===== src/rtl/bsg_axi_pkg.sv =====
// Shared types and AXI encodings for the manycore AXI burst initiator.
package bsg_axi_pkg;

  typedef enum logic [2:0] {
    S_IDLE    = 3'd0,
    S_WR_ADDR = 3'd1,
    S_WR_DATA = 3'd2,
    S_WR_RESP = 3'd3,
    S_RD_ADDR = 3'd4,
    S_RD_DATA = 3'd5
  } axi_init_state_e;

  localparam logic [1:0] AXI_BURST_FIXED = 2'b00;
  localparam logic [1:0] AXI_BURST_INCR  = 2'b01;
  localparam logic [1:0] AXI_BURST_WRAP  = 2'b10;

  localparam logic [1:0] AXI_RESP_OKAY   = 2'b00;
  localparam logic [1:0] AXI_RESP_EXOKAY = 2'b01;
  localparam logic [1:0] AXI_RESP_SLVERR = 2'b10;
  localparam logic [1:0] AXI_RESP_DECERR = 2'b11;

  // clog2 that never returns 0, so a width derived from it is always legal
  function automatic int safe_clog2(input int x);
    return (x <= 1) ? 1 : $clog2(x);
  endfunction

endpackage


===== src/rtl/bsg_axi_beat_counter.sv =====
// Beat counter for one AXI burst: synchronous clear, increment, last-beat flag.
module bsg_axi_beat_counter
  import bsg_axi_pkg::*;
#(
  parameter int burst_len_p = 4,
  localparam int cnt_width_lp = safe_clog2(burst_len_p)
)(
  input  logic clk_i,
  input  logic reset_i,
  input  logic clear_i,
  input  logic incr_i,
  output logic last_o
);

  localparam logic [cnt_width_lp-1:0] last_beat_lp = cnt_width_lp'(burst_len_p - 1);

  logic [cnt_width_lp-1:0] count_r;

  // count accepted beats; wraps harmlessly after the final beat
  always_ff @(posedge clk_i or posedge reset_i) begin
    if (reset_i) begin
      count_r <= '0;
    end else if (clear_i) begin
      count_r <= '0;
    end else if (incr_i) begin
      count_r <= count_r + cnt_width_lp'(1'b1);
    end
  end

  assign last_o = (count_r == last_beat_lp);

endmodule


===== src/rtl/bsg_manycore_axi_burst_initiator.sv =====
// Single-outstanding AXI4 INCR burst master for fixed-length cache-line reads/writes.
// Optional response/ID/rlast checking is enabled with BSG_AXI_INITIATOR_RESP_CHECK_EN.
module bsg_manycore_axi_burst_initiator
  import bsg_axi_pkg::*;
#(
  parameter int axi_id_width_p   = 4,
  parameter int axi_addr_width_p = 32,
  parameter int axi_data_width_p = 64,
  parameter int axi_burst_len_p  = 4
)(
  input  logic                          clk_i,
  input  logic                          reset_i,

  input  logic                          req_v_i,
  output logic                          req_ready_o,
  input  logic                          req_write_i,
  input  logic [axi_addr_width_p-1:0]   req_addr_i,
  input  logic [axi_id_width_p-1:0]     req_id_i,

  input  logic                          wdata_v_i,
  output logic                          wdata_ready_o,
  input  logic [axi_data_width_p-1:0]   wdata_i,

  output logic                          rdata_v_o,
  input  logic                          rdata_ready_i,
  output logic [axi_data_width_p-1:0]   rdata_o,
  output logic                          rdata_last_o,

  output logic                          done_v_o,
  output logic                          done_err_o,

  output logic [axi_id_width_p-1:0]     axi_awid_o,
  output logic [axi_addr_width_p-1:0]   axi_awaddr_o,
  output logic [7:0]                    axi_awlen_o,
  output logic [2:0]                    axi_awsize_o,
  output logic [1:0]                    axi_awburst_o,
  output logic                          axi_awvalid_o,
  input  logic                          axi_awready_i,

  output logic [axi_data_width_p-1:0]   axi_wdata_o,
  output logic [axi_data_width_p/8-1:0] axi_wstrb_o,
  output logic                          axi_wlast_o,
  output logic                          axi_wvalid_o,
  input  logic                          axi_wready_i,

  input  logic [axi_id_width_p-1:0]     axi_bid_i,
  input  logic [1:0]                    axi_bresp_i,
  input  logic                          axi_bvalid_i,
  output logic                          axi_bready_o,

  output logic [axi_id_width_p-1:0]     axi_arid_o,
  output logic [axi_addr_width_p-1:0]   axi_araddr_o,
  output logic [7:0]                    axi_arlen_o,
  output logic [2:0]                    axi_arsize_o,
  output logic [1:0]                    axi_arburst_o,
  output logic                          axi_arvalid_o,
  input  logic                          axi_arready_i,

  input  logic [axi_id_width_p-1:0]     axi_rid_i,
  input  logic [axi_data_width_p-1:0]   axi_rdata_i,
  input  logic [1:0]                    axi_rresp_i,
  input  logic                          axi_rlast_i,
  input  logic                          axi_rvalid_i,
  output logic                          axi_rready_o
);

  localparam int lg_burst_bytes_lp = safe_clog2(axi_burst_len_p * axi_data_width_p / 8);
  localparam int lg_beat_bytes_lp  = safe_clog2(axi_data_width_p / 8);
  localparam logic [axi_addr_width_p-1:0] addr_mask_lp = {axi_addr_width_p{1'b1}} << lg_burst_bytes_lp;

  axi_init_state_e             state_r, state_n;
  logic [axi_addr_width_p-1:0] addr_r;
  logic [axi_id_width_p-1:0]   id_r;
  logic                        req_accept_s;
  logic                        cnt_clear_s, cnt_incr_s, cnt_last_s;
  logic                        wr_err_s, rd_err_s;

  bsg_axi_beat_counter #(.burst_len_p(axi_burst_len_p)) beat_cnt (
    .clk_i   (clk_i),
    .reset_i (reset_i),
    .clear_i (cnt_clear_s),
    .incr_i  (cnt_incr_s),
    .last_o  (cnt_last_s)
  );

  // state register
  always_ff @(posedge clk_i or posedge reset_i) begin
    if (reset_i) begin
      state_r <= S_IDLE;
    end else begin
      state_r <= state_n;
    end
  end

  // burst address is aligned to the whole cache line
  always_ff @(posedge clk_i or posedge reset_i) begin
    if (reset_i) begin
      addr_r <= '0;
      id_r   <= '0;
    end else if (req_accept_s) begin
      addr_r <= req_addr_i & addr_mask_lp;
      id_r   <= req_id_i;
    end
  end

  assign axi_awid_o    = id_r;
  assign axi_awaddr_o  = addr_r;
  assign axi_awlen_o   = 8'(axi_burst_len_p - 1);
  assign axi_awsize_o  = 3'(lg_beat_bytes_lp);
  assign axi_awburst_o = AXI_BURST_INCR;
  assign axi_arid_o    = id_r;
  assign axi_araddr_o  = addr_r;
  assign axi_arlen_o   = 8'(axi_burst_len_p - 1);
  assign axi_arsize_o  = 3'(lg_beat_bytes_lp);
  assign axi_arburst_o = AXI_BURST_INCR;
  assign axi_wdata_o   = wdata_i;
  assign axi_wstrb_o   = {(axi_data_width_p/8){1'b1}};
  assign rdata_o       = axi_rdata_i;

  // next-state and handshake outputs
  always_comb begin
    state_n       = state_r;
    req_ready_o   = 1'b0;
    req_accept_s  = 1'b0;
    cnt_clear_s   = 1'b0;
    cnt_incr_s    = 1'b0;
    wdata_ready_o = 1'b0;
    axi_wvalid_o  = 1'b0;
    axi_wlast_o   = 1'b0;
    rdata_v_o     = 1'b0;
    rdata_last_o  = 1'b0;
    axi_rready_o  = 1'b0;
    axi_awvalid_o = 1'b0;
    axi_arvalid_o = 1'b0;
    axi_bready_o  = 1'b0;
    done_v_o      = 1'b0;
    done_err_o    = 1'b0;
    case (state_r)
      S_IDLE: begin
        req_ready_o = ~reset_i;
        cnt_clear_s = 1'b1;
        if (req_v_i && !reset_i) begin
          req_accept_s = 1'b1;
          state_n      = req_write_i ? S_WR_ADDR : S_RD_ADDR;
        end else begin
          state_n = S_IDLE;
        end
      end
      S_WR_ADDR: begin
        axi_awvalid_o = 1'b1;
        if (axi_awready_i) begin
          state_n = S_WR_DATA;
        end else begin
          state_n = S_WR_ADDR;
        end
      end
      S_WR_DATA: begin
        axi_wvalid_o  = wdata_v_i;
        wdata_ready_o = axi_wready_i;
        axi_wlast_o   = cnt_last_s;
        cnt_incr_s    = wdata_v_i & axi_wready_i;
        if (cnt_incr_s && cnt_last_s) begin
          state_n = S_WR_RESP;
        end else begin
          state_n = S_WR_DATA;
        end
      end
      S_WR_RESP: begin
        axi_bready_o = 1'b1;
        if (axi_bvalid_i) begin
          done_v_o   = 1'b1;
          done_err_o = wr_err_s;
          state_n    = S_IDLE;
        end else begin
          state_n = S_WR_RESP;
        end
      end
      S_RD_ADDR: begin
        axi_arvalid_o = 1'b1;
        if (axi_arready_i) begin
          state_n = S_RD_DATA;
        end else begin
          state_n = S_RD_ADDR;
        end
      end
      S_RD_DATA: begin
        rdata_v_o    = axi_rvalid_i;
        axi_rready_o = rdata_ready_i;
        rdata_last_o = cnt_last_s;
        cnt_incr_s   = axi_rvalid_i & rdata_ready_i;
        if (cnt_incr_s && cnt_last_s) begin
          done_v_o   = 1'b1;
          done_err_o = rd_err_s;
          state_n    = S_IDLE;
        end else begin
          state_n = S_RD_DATA;
        end
      end
      default: begin
        state_n = S_IDLE;
      end
    endcase
  end

`ifdef BSG_AXI_INITIATOR_RESP_CHECK_EN
  logic rd_beat_err_s, rd_err_r;

  assign wr_err_s      = (axi_bresp_i != AXI_RESP_OKAY) | (axi_bid_i != id_r);
  assign rd_beat_err_s = (axi_rresp_i != AXI_RESP_OKAY) | (axi_rid_i != id_r)
                       | (axi_rlast_i != cnt_last_s);
  assign rd_err_s      = rd_err_r | rd_beat_err_s;

  // sticky read error across the burst, cleared whenever idle
  always_ff @(posedge clk_i or posedge reset_i) begin
    if (reset_i) begin
      rd_err_r <= 1'b0;
    end else if (state_r == S_IDLE) begin
      rd_err_r <= 1'b0;
    end else if ((state_r == S_RD_DATA) && axi_rvalid_i && rdata_ready_i) begin
      rd_err_r <= rd_err_r | rd_beat_err_s;
    end
  end
`else
  logic unused_resp_s;

  assign wr_err_s      = 1'b0;
  assign rd_err_s      = 1'b0;
  assign unused_resp_s = ^{axi_bid_i, axi_bresp_i, axi_rid_i, axi_rresp_i, axi_rlast_i};
`endif

endmodule


===== config.mk =====
export PLATFORM = sky130hd
export DESIGN_NAME = bsg_manycore_axi_burst_initiator
export DESIGN_NICKNAME = d
export VERILOG_FILES = /design/src/rtl/bsg_axi_pkg.sv /design/src/rtl/bsg_axi_beat_counter.sv /design/src/rtl/bsg_manycore_axi_burst_initiator.sv
export SDC_FILE = /design/constraint.sdc
export NUM_CORES = 1
export LEC_CHECK = 0
export CAP_MARGIN = 5
export CORE_AREA = 2 2 168 170
export CTS_CLUSTER_SIZE = 14
export DETAILED_ROUTE_END_ITERATION = 8
export DIE_AREA = 0 0 170 172
export GPL_ROUTABILITY_DRIVEN = 0
export SYNTH_ARGS = -nofsm -noshare
export SYNTH_HDL_FRONTEND = slang
export SYNTH_SLANG_ARGS = --single-unit

===== constraint.sdc =====
create_clock -name clk_i -period 2 [get_ports clk_i]
set_clock_uncertainty 0.2 [all_clocks]
set_input_delay 0.4 -clock clk_i [delete_from_list [all_inputs] [get_ports clk_i]]
set_output_delay 0.4 -clock clk_i [all_outputs]
set_load 0.02 [all_outputs]

==> results by group <==
Status
  • Status: complete, but fails checks
  • Failing checks: negative setup slack

Power and ir drop
  • IR drop worst, VDD: 0.254 mV
  • LEAKAGE: between 1.5 and 2 nW
  • Design Power: 0.00594 W
  • Pwr Density: ~1500 mW/mm^2

Placement
  • Pre-CTS setup slack: -0.201 ns
  • Final HPWL DP: slightly above 7000 um
  • Dpl cell area: between 0.003 and 0.004 sq mm
  • Port Buf Inserts: 114

Yosys
  • Register area share after synthesis: 0.276
  • Synth top area share: 0.470
  • Synthesized area: 0.00326 sq mm
  • Post-synthesis cell type count: 33
  • Post-Syn Instances: 322
  • Synth warn: 0
  • Syn_area_per_cell: 10.1 sq um
  • Count of state elements after synthesis: 36
  • EDFF count, synth: 0
  • Cell accounting for the most synthesized area: buf_4
  • Synth async-reset ratio: 1.00
  • Top FF cell, synth: dfrtp_1
  • Largest cells by area after synthesis: buf_4 47%, dfrtp_1 28%, mux2_4 13%, and2_1 1.2%, buf_6 1.0%

Floorplan
  • Core area: 0.0275 sq mm
  • Die X: 170 um
  • Rows: 61
  • Initial Util: 0.119
  • Boundary Pins: ~430
  • Die ar.: 0.0292 sq mm
  • Die Y: 172 um

Finish
  • FF/Latch Area: 901 sq um
  • Ant diodes: 0
  • Share of layout cells above drive strength 1: 0.293
  • Final instance area: 0.00393 sq mm
  • Most frequent cells in the layout: 103 x clkdlybuf4s50_1, 45 x conb_1, 36 x dfrtp_1
  • Fill count: 3,051
  • Footprint of the multi-input gates: 955 sq um
  • Most common cell after layout, fill and taps aside: clkdlybuf4s50_1
  • NumNets Final: 495
  • Area growth syn-to-layout: 20.6%

Routing
  • Avg Vias per Cell: approximately 2.9
  • Final wirelength: between 9000 and 10,000 um
  • Via count: 1,865
  • Antenna viol nets, final: 0
  • Initial DRC Count: about 50
  • Detailed-route DRC error count: 0
  • Drt pass-1 iters: 4
  • DR WL/cell: 14.2 um

Worst setup path
  • Crit Path Max Fanout: 3
  • Crit start category: register
  • Worst path max stage delay: 0.40 ns
  • R2R Path End: axi_araddr_o[7]
  • Worst EP arrival: 1.57 ns
  • R2r worst-path depth: 7
  • Cell breakdown of the critical path: and3b_2 > and2_4 > buf_6 > a32o_2 > buf_12
  • CP Data Required Time: ~1.4 ns
  • Reg2Reg Setup Slack: -0.01 ns
  • Slowest CP cell: dfrtp_1
  • Worst Setup End Kind: output pin
  • Crit path kind: reg -> out
  • Reg2Reg Launch Point: state_r[2]

Run
  • Max-cap violation count: 0

Global route
  • Total track usage: 0.0600
  • Grt ovf: 0
  • Largest net degree at the start of global routing: 21
  • Number of global-route vias before repair: between 1,500 and 2,000
  • Initial antenna violation count: 2
  • Global-route wire length before repair: between 10,000 and 15,000 um

STA
  • Endpoints failing setup: 14
  • Final Cycle Share: 1.09
  • Setup TNS: -0.493 ns
  • Final WS setup: -0.171 ns
  • RSZ-0062 raised after global routing: yes
  • Final Critical Period: 2.17 ns
  • Achievable Freq: 461 MHz
  • Slew Limit Fails: 0
  • Endpoints failing hold: 0

Clocking
  • CTS root buf: clkbuf_16
  • CTS tree: built
  • CTS Sinks: 36
  • H-tree levels: 2
  • Worst-path clk slew: 0.06 ns
  • Cts hold-fix bufs: 0
  • Inserted Clock Buffers: 5
  • Clock latency at the later pin of the worst-skew pair: 0.29 ns
  • Maximum root-to-sink buffer count: 2

Worst hold path
  • Worst Hold Class: in -> async
## synthesized netlist by cell type (2+ instances only)
| library cell | number |
|---|---|
| a32oi_1 | 2 |
| and2_1 | 6 |
| buf_4 | 204 |
| buf_6 | 3 |
| clkbuf_1 | 3 |
| conb_1 | 2 |
| dfrtp_1 | 36 |
| inv_1 | 4 |
| mux2_2 | 3 |
| mux2_4 | 29 |
| nand3_1 | 4 |
| nand3b_1 | 2 |
| nor2_1 | 2 |
| nor3b_1 | 2 |
| o221ai_1 | 2 |
## kinds of logic after synthesis
family | synth area share
AO/OA/AOI/OAI | 0.0311
adder cells (fa/ha/maj) | 0.00384
buffers and inverters | 0.488
flip-flops | 0.276
multiplexers | 0.147
other | 0.00230
AND/OR/NAND/NOR | 0.0511
## sequential cells by signal, indices dropped and copies added, names as in the netlist
signal and count:
axi_araddr_o 27, beat_cnt.count_r 2, axi_arid_o 4, state_r 3
## area by class of cell
cell class / instances / share of cell area
repair buffers: 144 / 0.368
multi-input cells: 115 / 0.243
flip-flops and latches: 36 / 0.229
well taps: 346 / 0.110
clock buffers: 7 / 0.0388
clock inverters: 1 / 0.00764
inverters: 4 / 0.00382
## where the power goes
| group | switching, W | leakage [nW] | total (W) | internal [W] |
|---|---|---|---|---|
| Combinational | 0.00161 | 1.19 | 0.00357 | 0.00196 |
| Clock | 0.000313 | 0.0901 | 0.000969 | 0.000656 |
| Sequential | 0.000312 | 0.433 | 0.00140 | 0.00109 |
## layer usage
| metal | routed length, um | track usage |
|---|---|---|
| met5 | 21 | 0 |
| met4 | 602 | 0.0491 |
| met3 | 1590 | 0.0449 |
| met2 | 4340 | 0.0960 |
| met1 | 2720 | 0.0499 |
## worst max path at each step
stage          cells after the start           end    startpoint
2_1_floorplan                      4      done_v_o    state_r[0]
3_3_place_gp                       3  axi_wvalid_o     wdata_v_i
3_5_place_dp                       3     rdata_v_o  axi_rvalid_i
4_1_cts                            5      done_v_o    state_r[0]
5_1_grt                            5      done_v_o    state_r[1]
6_report                           5      done_v_o    state_r[0]
## critical path: cells and delay by family (launching register included)
kind            cells  cell delay (ns)
buf+inv             2             0.24
compound gates      1             0.26
simple gates        2             0.38
flops               1             0.40
## what timing repair did
item	4_1_cts	5_1_grt
gates cloned	3	0
endpoints found under the setup margin	34	42
endpoints found under the hold margin	0	0
buffers inserted	9	1
gates resized for setup	46	6
pin swaps	5	1
## per-stage QoR
stage,utilization,hold slack (ns),instances
floorplan,-,0.284,365
global placement,0.130,0.296,634
detailed placement,0.130,0.299,634
CTS,0.145,0.251,654
global route,0.143,0.264,653
finish,0.143,0.246,653
(Power assumes the default switching activity.)
